`src/rtl/mem_ctrl.sv`:
```
`default_nettype none
// ============================================================================
// Module      : mem_ctrl
// Description : MAR/MDR memory interface with a fixed-latency access FSM.
// Revision    : 1.0 - initial release
// ============================================================================
module mem_ctrl #(
    parameter int WAIT_CYCLES = 3
) (
    input  logic        clk,
    input  logic        reset,
    input  logic [15:0] bus_in,
    input  logic        ld_mar,
    input  logic        ld_mdr,
    input  logic        mio_en,
    input  logic        r_w,
    input  logic [15:0] mem_rdata,
    output logic [15:0] mar,
    output logic [15:0] mdr,
    output logic        ready_bit,
    output logic [15:0] mem_addr,
    output logic [15:0] mem_wdata,
    output logic        mem_ce,
    output logic        mem_we,
    output logic        busy
);

    typedef enum logic [1:0] {
        S_IDLE    = 2'd0,
        S_ACCESS  = 2'd1,
        S_DONE    = 2'd2,
        S_RELEASE = 2'd3
    } state_t;

    localparam logic [3:0] c_LAST_CNT = 4'(WAIT_CYCLES - 1);

    state_t      state_q, state_d;
    logic [3:0]  cnt_q,   cnt_d;
    logic        dir_q,   dir_d;
    logic [15:0] mar_q,   mar_d;
    logic [15:0] mdr_q,   mdr_d;
    logic        w_bus_window;

    always_ff @(posedge clk or negedge reset) begin
        if (!reset) begin
            state_q <= S_IDLE;
            cnt_q   <= 4'd0;
            dir_q   <= 1'b0;
            mar_q   <= 16'h0000;
            mdr_q   <= 16'h0000;
        end else begin
            state_q <= state_d;
            cnt_q   <= cnt_d;
            dir_q   <= dir_d;
            mar_q   <= mar_d;
            mdr_q   <= mdr_d;
        end
    end

    // Bus loads are only honoured while no access owns the address/data path.
    assign w_bus_window = (state_q == S_IDLE) || (state_q == S_RELEASE);

    always_comb begin
        state_d = state_q;
        cnt_d   = cnt_q;
        dir_d   = dir_q;
        mar_d   = mar_q;
        mdr_d   = mdr_q;

        if (ld_mar && w_bus_window)
            mar_d = bus_in;
        if (ld_mdr && !mio_en && w_bus_window)
            mdr_d = bus_in;

        case (state_q)
            S_IDLE: begin
                if (mio_en) begin
                    dir_d   = r_w;
                    cnt_d   = 4'd0;
                    state_d = S_ACCESS;
                end
            end
            S_ACCESS: begin
                cnt_d = cnt_q + 4'd1;
                if (cnt_q == c_LAST_CNT) begin
                    state_d = S_DONE;
                    if (!dir_q)
                        mdr_d = mem_rdata;
                end
            end
            S_DONE: begin
                state_d = mio_en ? S_RELEASE : S_IDLE;
            end
            S_RELEASE: begin
                if (!mio_en)
                    state_d = S_IDLE;
            end
            default: state_d = S_IDLE;
        endcase
    end

    assign mar       = mar_q;
    assign mdr       = mdr_q;
    assign mem_addr  = mar_q;
    assign mem_wdata = mdr_q;
    assign ready_bit = (state_q == S_DONE);
    assign mem_ce    = (state_q == S_ACCESS);
    assign mem_we    = (state_q == S_ACCESS) && dir_q;
    assign busy      = (state_q != S_IDLE);

endmodule
`default_nettype wire

```
`config.mk`:
```
export PLATFORM = sky130hd
export DESIGN_NAME = mem_ctrl
export DESIGN_NICKNAME = d
export VERILOG_FILES = /design/src/rtl/mem_ctrl.sv
export SDC_FILE = /design/constraint.sdc
export NUM_CORES = 1
export LEC_CHECK = 0
export CORE_MARGIN = 2
export CORE_UTILIZATION = 40
export DETAILED_ROUTE_END_ITERATION = 12
export PLACE_DENSITY_LB_ADDON = 0.15
export SYNTH_ARGS = -nofsm -noshare
export SYNTH_HDL_FRONTEND = slang
export SYNTH_SLANG_ARGS = --single-unit
export TNS_END_PERCENT = 1
```
`constraint.sdc`:
```
create_clock -name clk -period 2.39 [get_ports clk]
set_input_delay 0.3585 -clock clk [delete_from_list [all_inputs] [get_ports clk]]
set_output_delay 0.3585 -clock clk [all_outputs]
set_load 0.02 [all_outputs]
```
==> reports/qor.csv <==
stage,metric,value,unit
routing,WL final,4500,µm
yosys,post-synthesis sequential area ratio,0.477,
setup_path,crit path kind,reg2out,
setup_path,crit end category,output port,
grt,vias in the first global route,1446,
yosys,post-synth cell types,27,
yosys,Ys Warns,0,
timing,setup violators final,0,
routing,drt via density,4.64,
hold_path,Worst Hold Class,in2async,
yosys,Seq cells post-synth,39,
setup_path,crit path DAT,1.85,ns
grt,largest net degree at the start of global routing,33,
placement,GPL Wtd Cong,0.782,
clocking,postcts setup bufs,0,
timing,RSZ-0062 raised after global routing,no,
finish,Final Core Density,0.602,
status,status,"complete, but fails checks",
power,pwr dens,1530,nW/µm²
grt,first-pass GRT wire length,6910,µm
yosys,Post-synth EDFFs,0,
yosys,"FFs w/ async S/R, synth",1.00,
clocking,worst skew pair latency,0.28,ns
clocking,cts hold-fix bufs,0,
grt,GR Util All Layers,0.163,
setup_path,crit start category,flip-flop,
setup_path,Reg2Reg Depth,7,
finish,"commonest non-fill, non-tap cells in the layout","clkdlybuf4s50_1, dfrtp_1, mux2i_1, mux2_2",
grt,initial antenna violation count,0,
routing,initial drt markers,39,
yosys,post-synthesis cell area,2050,µm²
placement,I/O Buffers,105,
routing,DRC errors left,0,
clocking,clk slew on worst S/H paths,0.07,ns
timing,Final Hold Vio Count,4,
timing,Worst-Margin Slew,0.489,ns
die,Starting Density,0.408,
clocking,CTS resizes,0,
timing,Clock Skews,0.00400,ns
clocking,CTS tree,done,
die,number of core rows,26,
clocking,Bufs on Longest Clock Path,2,
grt,total grt overflow,0,
power,Static Leak,1.24,nW
clocking,H-tree depth,2,
timing,Peak Freq,0.453,GHz
finish,layout cells sized above 1,0.151,
placement,Setup WS pre-CTS,0.474,ns
finish,"commonest non-fill, non-tap cell in the layout",clkdlybuf4s50_1,
routing,antenna-violating nets left,0,
finish,area of the multi-input gates,756,µm²
finish,Sequential Area,976,µm²
finish,Fillers,473,
routing,WL per Instance,13.7,µm
status,failing checks,hold timing,
setup_path,CP peak stage delay,0.60,ns
run,max_cap viols,0,
clocking,CTS root buffer,clkbuf_8,
die,die area,5700,µm²
power,Overall Power,4.63,mW
timing,Max Transition Viols Final,0,
finish,Final #Nets,302,
setup_path,worst-path fanout max,8,
die,Die Ht,75.5,µm
die,Top Ports,106,
timing,"Worst Setup Slack, final",0.181,ns
finish,Layout area overhead,47.5,%
yosys,syn_nets,225,
placement,DP HPWL,3480,µm
power,Worst IR Drop VDD,677,µV
timing,fin crit period,2.21,ns
yosys,synthesized area per cell,11.3,µm²
setup_path,Worst path slowest cell,clkdlybuf4s50_1,
clocking,CTS buffer count,5,
setup_path,Critical Path RT,2.03,ns
die,Die Wd,75.5,µm
timing,Setup TNS,0,ns
yosys,ys flop type,dfrtp_1,
die,core footprint,5010,µm²
timing,Fin Hold WS,-0.00170,ns
finish,ant diodes,0,
timing,fin crit share,0.924,
timing,Slew HR,0.674,
clocking,CTS sink cnt,39,
yosys,Post-Syn Instances,181,
routing,vias,1525,
setup_path,worst path cell trace,"inv_1, ha_1, and2_1, clkdlybuf4s50_1",
routing,DRT Pass-1 Iters,2,
[flip-flops by register name, indices dropped and copies added (netlist names)]
| register | count |
|---|---|
| mar | 16 |
| mdr | 16 |
| cnt_q | 4 |
| dir_q | 1 |
| state_q | 2 |
[cells by family after synthesis]
family / share of synthesized area
buffers and inverters: 0.156
muxes: 0.177
and+or+nand+nor: 0.0752
AOI/OAI and AO/OA: 0.0783
DFF: 0.477
adders and majority gates: 0.0367
[power breakdown]
part	switching (mW)	leakage, nW	internal [mW]
Sequential	0.264	0.461	1.00
Combinational	1.40	0.733	1.49
Clock	0.214	0.0515	0.263
[critical path: cells and delay by family, from the launching register on]
family,cells,cell delay (ns)
buf+inv,2,0.69
fa+ha+maj,1,0.29
flops,1,0.42
simple gates,1,0.17
[cells in the mapped netlist, types with 4 or more instances]
| master | instances | area, µm² |
|---|---|---|
| dfrtp_1 | 39 | 976 |
| buf_4 | 32 | 240 |
| mux2_2 | 17 | 191 |
| mux2i_1 | 17 | 170 |
| a21oi_1 | 14 | 70.1 |
| nor2_1 | 14 | 52.6 |
| ha_1 | 6 | 75.1 |
| nand2_1 | 6 | 22.5 |
| buf_6 | 4 | 45.0 |
| inv_1 | 4 | 15.0 |
[stage by stage]
| step | hold WS, ns | instances | instance area, µm² |
|---|---|---|---|
| after floorplan | 0.0629 | 181 | 2050 |
| after global placement | 0.327 | 321 | 2920 |
| after detailed placement | 0.321 | 321 | 2920 |
| after CTS | 0.000550 | 329 | 3020 |
| after global routing | 0.0235 | 329 | 3020 |
| final | -0.00170 | 329 | 3020 |
[final cells by class]
type	instances	share of cell area
clock buffer	8	0.0332
timing repair buffer	110	0.359
inverter	4	0.00498
tap	70	0.0290
multi-input combinational	98	0.250
sequential	39	0.323
[layer usage]
| layer | up-vias | wire length [µm] | GRT usage | share of wire |
|---|---|---|---|---|
| met4 | 0 | 22 | 0.0487 | 0.0049 |
| met1 | 724 | 1870 | 0.200 | 0.42 |
| met3 | 2 | 366 | 0.0622 | 0.081 |
| met2 | 58 | 2240 | 0.267 | 0.50 |
| met5 | - | 0 | 0 | 0 |
| li1 | 741 | - | - | - |
[worst paths after layout]
kind	start	to	slack, ns
worst max-delay path	state_q[1]	mem_we	0.18
max in group asynchronous	reset	mdr[13]	1.75
worst min-delay path	reset	mar[7]	-0.002
min in group clk	mar[5]	mar[5]	0.53
worst max register to register	cnt_q[0]	mdr[3]	0.46
worst min register to register	mar[5]	mar[5]	0.53
Note: power is estimated with default switching activity, not from simulation.
